==> config.mk <==
export PLATFORM = sky130hd
export DESIGN_NAME = booth4_pp_gen_seq_flat
export DESIGN_NICKNAME = d
export VERILOG_FILES = /design/src/rtl/booth4_pp_gen_seq_if.sv /design/src/rtl/booth4_pp_gen_seq.sv /design/src/flat_wrapper.sv
export SDC_FILE = /design/constraint.sdc
export NUM_CORES = 1
export LEC_CHECK = 0
export ABC_CLOCK_PERIOD_IN_PS = 2700
export CAP_MARGIN = 10
export CORE_UTILIZATION = 45
export DETAILED_ROUTE_END_ITERATION = 8
export GPL_TIMING_DRIVEN = 0
export PLACE_DENSITY = 0.68
export SLEW_MARGIN = 0
export SYNTH_ARGS = -nofsm -noshare
export SYNTH_HDL_FRONTEND = slang
export SYNTH_SLANG_ARGS = --single-unit
==> constraint.sdc <==
create_clock -name sys_clk -period 2.7 [get_ports sys_clk]
set_input_delay 0.54 -clock sys_clk [delete_from_list [all_inputs] [get_ports sys_clk]]
set_output_delay 0.54 -clock sys_clk [all_outputs]
set_load 0.005 [all_outputs]
==> src/rtl/booth4_pp_gen_seq_if.sv <==
// Operand input and serial partial-product output bundle for booth4_pp_gen_seq.
// The slave side is the generator; the master side feeds operands and drains digits.
interface booth4_pp_gen_seq_if #(
  parameter int WIDTH = 16,
  parameter int IDX_W = 4
);
  logic               in_valid;
  logic               in_ready;
  logic [WIDTH-1:0]   in_a;
  logic [WIDTH-1:0]   in_b;
  logic               pp_valid;
  logic               pp_ready;
  logic [WIDTH+1:0]   pp_data;
  logic [IDX_W-1:0]   pp_idx;
  logic               pp_last;

  modport slave (
    input  in_valid, in_a, in_b, pp_ready,
    output in_ready, pp_valid, pp_data, pp_idx, pp_last
  );

  modport master (
    output in_valid, in_a, in_b, pp_ready,
    input  in_ready, pp_valid, pp_data, pp_idx, pp_last
  );
endinterface

==> src/rtl/booth4_pp_gen_seq.sv <==
// Serial radix-4 Booth partial products d_i*A, LSB digit first; first beat 2 cycles after accept, outputs hold while pp_ready is low.
// Optional BOOTH4_INV_SIGN_EN: pp_data MSB carries the inverted sign bit for compressor-tree sign extension.
module booth4_pp_gen_seq #(
  parameter int WIDTH = 16,
  parameter int IDX_W = 4
) (
  input  logic                  sys_clk,
  input  logic                  sys_rst,
  booth4_pp_gen_seq_if.slave    io,
  output logic                  busy
);

  localparam logic [IDX_W-1:0] LAST_IDX = IDX_W'(WIDTH / 2 - 1);

  typedef enum logic [1:0] {IDLE, PREP, EMIT} state_t;

  state_t             state_q, state_d;
  logic [WIDTH-1:0]   a_q, b_q;
  logic [WIDTH:0]     na_q, na_c, na_sel;
  logic [WIDTH:0]     b_ext;
  logic [2:0]         trip;
  logic [WIDTH+1:0]   pp_data_q, pp_sel;
  logic [IDX_W-1:0]   pp_idx_q, dig_idx;
  logic               pp_valid_q, pp_last_q;
  logic               accept, load_pp, finish;

  always_ff @(posedge sys_clk) begin
    if (sys_rst) state_q <= IDLE;
    else         state_q <= state_d;
  end

  always_comb begin
    state_d = state_q;
    accept  = 1'b0;
    load_pp = 1'b0;
    finish  = 1'b0;
    dig_idx = pp_idx_q + IDX_W'(1);
    case (state_q)
      IDLE: begin
        if (io.in_valid) begin
          accept  = 1'b1;
          state_d = PREP;
        end
      end
      PREP: begin
        load_pp = 1'b1;
        dig_idx = '0;
        state_d = EMIT;
      end
      EMIT: begin
        if (io.pp_ready) begin
          if (pp_last_q) begin
            finish  = 1'b1;
            state_d = IDLE;
          end else begin
            load_pp = 1'b1;
          end
        end
      end
      default: state_d = IDLE;
    endcase
  end

  // -A is not registered yet while digit 0 is being formed in PREP, so use it combinationally there.
  always_comb begin
    na_c   = -{a_q[WIDTH-1], a_q};
    na_sel = (state_q == PREP) ? na_c : na_q;
    b_ext  = {b_q, 1'b0};
    trip   = 3'(b_ext >> {dig_idx, 1'b0});
    pp_sel = '0;
    case (trip)
      3'b001, 3'b010: pp_sel = {a_q[WIDTH-1], a_q[WIDTH-1], a_q};
      3'b011:         pp_sel = {a_q[WIDTH-1], a_q, 1'b0};
      3'b100:         pp_sel = {na_sel, 1'b0};
      3'b101, 3'b110: pp_sel = {na_sel[WIDTH], na_sel};
      default:        pp_sel = '0;
    endcase
`ifdef BOOTH4_INV_SIGN_EN
    pp_sel[WIDTH+1] = ~pp_sel[WIDTH+1];
`endif
  end

  always_ff @(posedge sys_clk) begin
    if (sys_rst) begin
      a_q        <= '0;
      b_q        <= '0;
      na_q       <= '0;
      pp_data_q  <= '0;
      pp_idx_q   <= '0;
      pp_last_q  <= 1'b0;
      pp_valid_q <= 1'b0;
    end else begin
      if (accept) begin
        a_q <= io.in_a;
        b_q <= io.in_b;
      end
      if (state_q == PREP) na_q <= na_c;
      if (load_pp) begin
        pp_data_q  <= pp_sel;
        pp_idx_q   <= dig_idx;
        pp_last_q  <= (dig_idx == LAST_IDX);
        pp_valid_q <= 1'b1;
      end else if (finish) begin
        pp_valid_q <= 1'b0;
      end
    end
  end

  assign io.in_ready = (state_q == IDLE);
  assign io.pp_valid = pp_valid_q;
  assign io.pp_data  = pp_data_q;
  assign io.pp_idx   = pp_idx_q;
  assign io.pp_last  = pp_last_q;
  assign busy        = (state_q != IDLE);

endmodule

==> src/flat_wrapper.sv <==
// flat-port wrapper written by rule: the top's interface ports become plain ports
module booth4_pp_gen_seq_flat 
#(
  parameter int WIDTH = 16,
  parameter int IDX_W = 4
)
  (sys_clk, sys_rst, busy, io_in_valid, io_in_a, io_in_b, io_pp_ready, io_in_ready, io_pp_valid, io_pp_data, io_pp_idx, io_pp_last);
  booth4_pp_gen_seq_if #(.WIDTH(WIDTH), .IDX_W(IDX_W)) io_i ();
  input  logic sys_clk;
  input  logic sys_rst;
  output logic busy;
  input wire logic [$bits(io_i.in_valid)-1:0] io_in_valid;
  input wire logic [$bits(io_i.in_a)-1:0] io_in_a;
  input wire logic [$bits(io_i.in_b)-1:0] io_in_b;
  input wire logic [$bits(io_i.pp_ready)-1:0] io_pp_ready;
  output wire logic [$bits(io_i.in_ready)-1:0] io_in_ready;
  output wire logic [$bits(io_i.pp_valid)-1:0] io_pp_valid;
  output wire logic [$bits(io_i.pp_data)-1:0] io_pp_data;
  output wire logic [$bits(io_i.pp_idx)-1:0] io_pp_idx;
  output wire logic [$bits(io_i.pp_last)-1:0] io_pp_last;
  assign io_i.in_valid = io_in_valid;
  assign io_i.in_a = io_in_a;
  assign io_i.in_b = io_in_b;
  assign io_i.pp_ready = io_pp_ready;
  assign io_in_ready = io_i.in_ready;
  assign io_pp_valid = io_i.pp_valid;
  assign io_pp_data = io_i.pp_data;
  assign io_pp_idx = io_i.pp_idx;
  assign io_pp_last = io_i.pp_last;
  booth4_pp_gen_seq #(.WIDTH(WIDTH), .IDX_W(IDX_W)) u_core (.sys_clk(sys_clk), .sys_rst(sys_rst), .io(io_i), .busy(busy));
endmodule
# Word level (Yosys, flattened, before mapping)
# Index checks and enable logic that the tools add are counted.
[totals] elab_cells=46 inputBits=36 register_bits=75
[op_classes] muxes=17 n_addsub=2 n_eq_ne=12 n_shift=1 reduce_logical=6
[op_table] operator="case mux 18 bit (4 select lines)" n=1
[op_table] operator="two-way mux 17 bit" n=1
[op_table] operator="negator 17 bit" n=1
[op_table] operator="right shift 17 x 5 -> 3 bit" n=1
[op_table] operator="== test 3 bit, second input constant" n=3
[op_table] operator="two-way mux 1 bit" n=9
[op_table] operator="== test 3 x 2 -> 1 bit, second input constant" n=2
[op_table] operator="two-way mux 2 bit" n=3
[op_table] operator="case mux 2 bit (3 select lines)" n=1
[op_table] operator="adder 4 x 1 -> 4 bit, second input constant" n=1
[op_table] operator="== test 4 x 3 -> 1 bit, second input constant" n=1
[op_table] operator="two-way mux 4 bit" n=1
[op_table] operator="inequality test 2 bit, second input constant" n=2
[op_table] operator="nonzero test 2 bit" n=2
[op_table] operator="OR reduction 2 bit" n=2
[op_table] operator="== test 3 x 1 -> 1 bit, second input constant" n=1
[op_table] operator="AND reduction 3 bit" n=1
[op_table] operator="== test 2 x 1 -> 1 bit, second input constant" n=1
[op_table] operator="== test 2 bit, second input constant" n=1
[op_table] operator="logical NOT 2 bit" n=1
[op_table] operator="inequality test 2 x 1 -> 1 bit, second input constant" n=1
[op_table] operator="case mux 1 bit (2 select lines)" n=1

# Longest topological paths before layout
[depth] ltp_word=6 ltp_mapped=11 mapped_depth_nobuf=9

# Least setup slack after synthesis
# Ideal clock, no wire load.
[synth_path] path_kind="flip-flop to flip-flop" startpoint="register u_core.state_q[1]" endpoint="register u_core.pp_data_q[13] (netlist: u_core.io.pp_data[13])" path_slack_ns=-0.055 t_arrival_ns=2.676 synth_period_minus_slack_ns=2.755 path_stages_with_launch=12 cell_sequence="dfxtp_1 > inv_1 > ha_1 > buf_4 > nor2_4 > mux4_2 > mux2i_1 > nor2_1 > o31ai_4 > buf_6 > o211ai_1 > a211oi_2"
[synth_between] elab_chain_cells=6 elab_cells_between_ends=15 classes_between="8 x eq/ne; 1 x shift; 4 x mux; 2 x reduce/logical"
[synth_lines] item="from (decl)" line="booth4_pp_gen_seq.sv:17" text="state_t state_q, state_d;"
[synth_lines] item="from (signal assigned)" line="booth4_pp_gen_seq.sv:29" text="else state_q <= state_d;"
[synth_lines] item="== test 2 x 1 -> 1 bit" line="booth4_pp_gen_seq.sv:38, booth4_pp_gen_seq.sv:67"
[synth_lines] item="two-way mux 4 bit" line="booth4_pp_gen_seq.sv:38" text="case (state_q)"
[synth_lines] item="right shift 17 x 5 -> 3 bit" line="booth4_pp_gen_seq.sv:69" text="trip = 3'(b_ext >> {dig_idx, 1'b0});"
[synth_lines] item="== test 3 bit, or another cell as far along" line="booth4_pp_gen_seq.sv:71" text="case (trip)"
[synth_lines] item="OR reduction 2 bit" line="booth4_pp_gen_seq.sv:71"
[synth_lines] item="case mux 18 bit (4 select lines)" line="booth4_pp_gen_seq.sv:71"
[synth_lines] item="to (signal assigned)" line="booth4_pp_gen_seq.sv:99" text="pp_data_q <= pp_sel;"
[synth_lines] item="to (decl)" line="booth4_pp_gen_seq.sv:22" text="logic [WIDTH+1:0] pp_data_q, pp_sel;"
# Several ways; a longest one is shown, not always the timed one.
# A chain may end at the register's enable or synchronous reset.

# Worst setup path in the final report
[layout_path] startpoint="register u_core.state_q[1]" endpoint="register u_core.pp_data_q[11] (netlist: u_core.io.pp_data[11])"
# Same word-level chain as after synthesis.

==> impl_metrics.json <==
{
  "antenna_found_initial": 0,
  "grt_start_max_net_pins": 14,
  "die_area_mm2": 0.00897,
  "grt_pass1_wl_um": 18500,
  "criticalPathCategory": "flip-flop to flip-flop",
  "crit_path_top_delay_cell": "mux4_2",
  "maxUsedRoutingLayer": "met4",
  "dp_slack_ns": -0.509,
  "path_buf_inv": 4,
  "timing.critical_path.slowest_cell_delay_ns": 0.53,
  "async_flop_share_pct": 0,
  "synthToLayoutAreaGrowth_pct": 39.2,
  "fin_nets": 625,
  "crit_startpoint": "u_core.state_q[1]$_SDFFE_PP0P_",
  "die_height_um": 94.7,
  "final_cell_area_mm2": 0.00538,
  "yosysSeqAreaShare_pct": 38.8,
  "drtIter0Drc": 258,
  "cts_buffers": 9,
  "htree_levels": 3,
  "synthesis.yosys.warnings": 0,
  "routedWlPerCell_um": 17.3,
  "postRouteAntennaNets": 0,
  "ys_top_cells_by_area": "dfxtp_1, nand2_1, a21oi_1",
  "worst_slack_ns": -0.0500,
  "grt_pass1_vias": 3637,
  "finalWorstPathRequiredPeriod_ns": 2.75,
  "hold_path_startpoint": "u_core.b_q[4]$_SDFFE_PP0P_",
  "effective_utilization_at_floorplan_pct": 46.8,
  "status": "finished, violations left",
  "worst_setup_path_end_kind": "flip-flop",
  "timing.rr.start": "u_core.state_q[1]$_SDFFE_PP0P_",
  "syn_nets": 519,
  "portBuffers": 60,
  "grt_usage_pct": 27.0,
  "crit_fanout": 10,
  "syn-instance-count": 477,
  "half_perimeter_wire_length_of_the_detailed_placement_result_um": 7970,
  "leakagePower_nw": 1.90,
  "hold_path.class": "flip-flop to flip-flop",
  "drt-met1-wl_um": 5490,
  "number_of_synthesized_register_bits": 75,
  "final.fill_count": 729,
  "synth_top_area_share_pct": 38.8,
  "cts_tree": "yes",
  "instance_area_after_placement_mm2": 0.00461,
  "crit_arrival_ns": 3.04,
  "met3_length_um": 904,
  "yosys.cell_types.count": 60,
  "ioPinCount": 62,
  "worst_ep_required_time_ns": 2.99,
  "insertedDiodeCount": 0,
  "clkSinkCount": 75,
  "routed_wirelength_um": 12000,
  "vias_per_cell": 5.76,
  "timing.fmax_mhz": 364,
  "vias": 3990,
  "worstSkewPairLatency_ns": 0.36,
  "place.gp.congestion": 0.901,
  "netlist_area_mm2": 0.00387,
  "worst_ir_drop_vdd_uv": 270,
  "worst-slew-pin-transition_ns": 0.966,
  "hold_violations": 0,
  "yosysTopAreaCell": "dfxtp_1",
  "timing.critical_path.cells": "inv_4 > ha_4 > buf_8 > nand2b_4 > mux4_2 > mux2i_4 > buf_6 > nand4_1 > buf_4 > o21ai_0 > a21oi_1 > a211oi_2",
  "setup_total_negative_slack_ns": -0.114,
  "violations": "negative setup slack",
  "syn-mean-instance-area_um2": 8.11,
  "drt_first_pass_iters": 5,
  "rows": 33,
  "maxSlewHeadroom_pct": 35.4,
  "met2_wirelength_um": 5410,
  "utilization_pct": 65.2,
  "synth-edff-count": 0,
  "setup_viol_count_final": 4,
  "chipWidth_um": 94.7,
  "grt_remaining_overflow": 0,
  "final.setup_skew_ns": 0.0114,
  "core_ar_mm2": 0.00826,
  "share_of_the_cycle_needed_by_the_critical_path_after_routing_pct": 102,
  "final-max-slew-violation-count": 0,
  "cts.clk_slew.worst_paths_ns": 0.09,
  "cts_max_path_buffers": 2,
  "drive_gt1_share_pct": 20.1,
  "grt_setup_unrepaired": "true",
  "max-cap-violations": 0,
  "clock_tree.root_cell": "clkbuf_8",
  "drc": 0,
  "dominantRegCellSynth": "dfxtp_1",
  "critPathTopFamily": "multiplexers",
  "timing.critical_path.from_type": "flip-flop",
  "cellPowerDensity_mw_per_mm2": 607
}
kinds of logic after synthesis:
logic type      after synthesis  synth area share (%)
buf+inv                      42                  4.60
mux                          23                  7.02
fa+ha+maj                     6                  1.94
xor+xnor                     14                  3.37
simple gates                193                  22.1
flops                        75                  38.8
compound gates              124                  22.2
synth_stat cells, types with 4 or more instances:
library cell  number
nand4_1            5
ha_1               6
nor2_1            50
dfxtp_1           75
xor2_1            10
a221oi_1           8
clkbuf_1          24
nor3_1            10
o21a_1             4
a21oi_1           50
o211ai_1          11
inv_1              5
nand3_1            6
o21ai_0           11
nor2b_1            5
a211oi_1          10
nand2_1           96
a211oi_2           6
buf_2              7
mux2i_1           17
nor4_1             4
path summary, 6_finish.rpt:
path                            slack, ns  depth (start not counted)                            endpoint
worst min register to register       0.46                          2          u_core.b_q[4]$_SDFFE_PP0P_
worst min-delay path                 0.46                          2          u_core.b_q[4]$_SDFFE_PP0P_
worst max-delay path                -0.05                         12  u_core.io.pp_data[11]$_SDFFE_PP0P_
worst max register to register      -0.05                         12  u_core.io.pp_data[11]$_SDFFE_PP0P_
placed cells by master (no fill, tap or decap), drive strengths merged, types with 2 or more instances in the layout:
master         Yosys  layout
nand4              5       5
mux2i             17      17
mux2               3       3
o31ai              3       3
o21ai             12      12
a21oi             50      50
xor2              11      11
dfxtp             75      75
nand2             97      97
o311ai             2       2
clkbuf            24      35
mux4               3       3
a2bb2oi            2       2
a31o               2       2
nor2b              5       5
xnor2              3       3
buf               12      47
a221oi             8       8
inv                5       6
nor3              10      10
o21a               4       4
a211oi            16      16
nand2b             3       3
nand3              6       6
nor4               5       5
o211ai            11      11
clkinvlp           0       3
clkdlybuf4s50      0      60
nand4b             2       2
a31oi              3       3
nor2              51      51
ha                 6       6
and2               4       4
worst min-delay path: cells and delay by family (launching register included):
kind | cells | cell delay [ns]
AO/OA/AOI/OAI | 1 | 0.05
flip-flops | 1 | 0.31
AND/OR/NAND/NOR | 1 | 0.05
metal layers:
metal,vias up,track usage [%]
li1,1902,-
met1,1877,38.1
met2,194,41.5
met3,17,5.07
met4,0,8.33
met5,-,0
power by group:
group | switching, mW | total [mW] | internal (mW)
registers | 0.0699 | 1.27 | 1.20
logic | 0.600 | 1.10 | 0.497
clock network | 0.448 | 0.904 | 0.456
total | 1.12 | 3.27 | 2.15
state kept, by name, indices dropped and copies added, names as in the netlist:
name	flops
u_core.a_q	16
u_core.b_q	16
u_core.io.pp_data	18
u_core.na_q	17
u_core.state_q	2
u_core.io.pp_idx	4
u_core.io.pp_valid	1
u_core.io.pp_last	1
through the flow:
stage          total power, mW  hold WS [ns]  instances
2_1_floorplan             1.85         0.433        477
3_3_place_gp              2.11         0.444        642
3_5_place_dp              2.13         0.446        643
4_1_cts                   3.16         0.457        681
5_1_grt                   3.42         0.471        693
6_report                  3.27         0.456        693
repair_timing:
| item | CTS | global route |
|---|---|---|
| pin swaps | 17 | 21 |
| setup buffers | 20 | 16 |
| cloned | 2 | 1 |
| hold buffers | 0 | 0 |
| setup endpoints to repair | 18 | 18 |
| endpoints found under the hold margin | 0 | 0 |
| resized for setup | 37 | 40 |
layout make-up:
type	instances	area (um2)	share of cell area, %
flip-flops and latches	75	1510	28.1
clock buffers	11	141	2.63
inverters	6	30.0	0.558
well taps	105	131	2.44
multi-input cells	360	2390	44.5
plain buffers	33	160	2.98
clock inverters	5	61.3	1.14
repair buffers	98	953	17.7
Note: power is estimated with default switching activity, not from simulation.
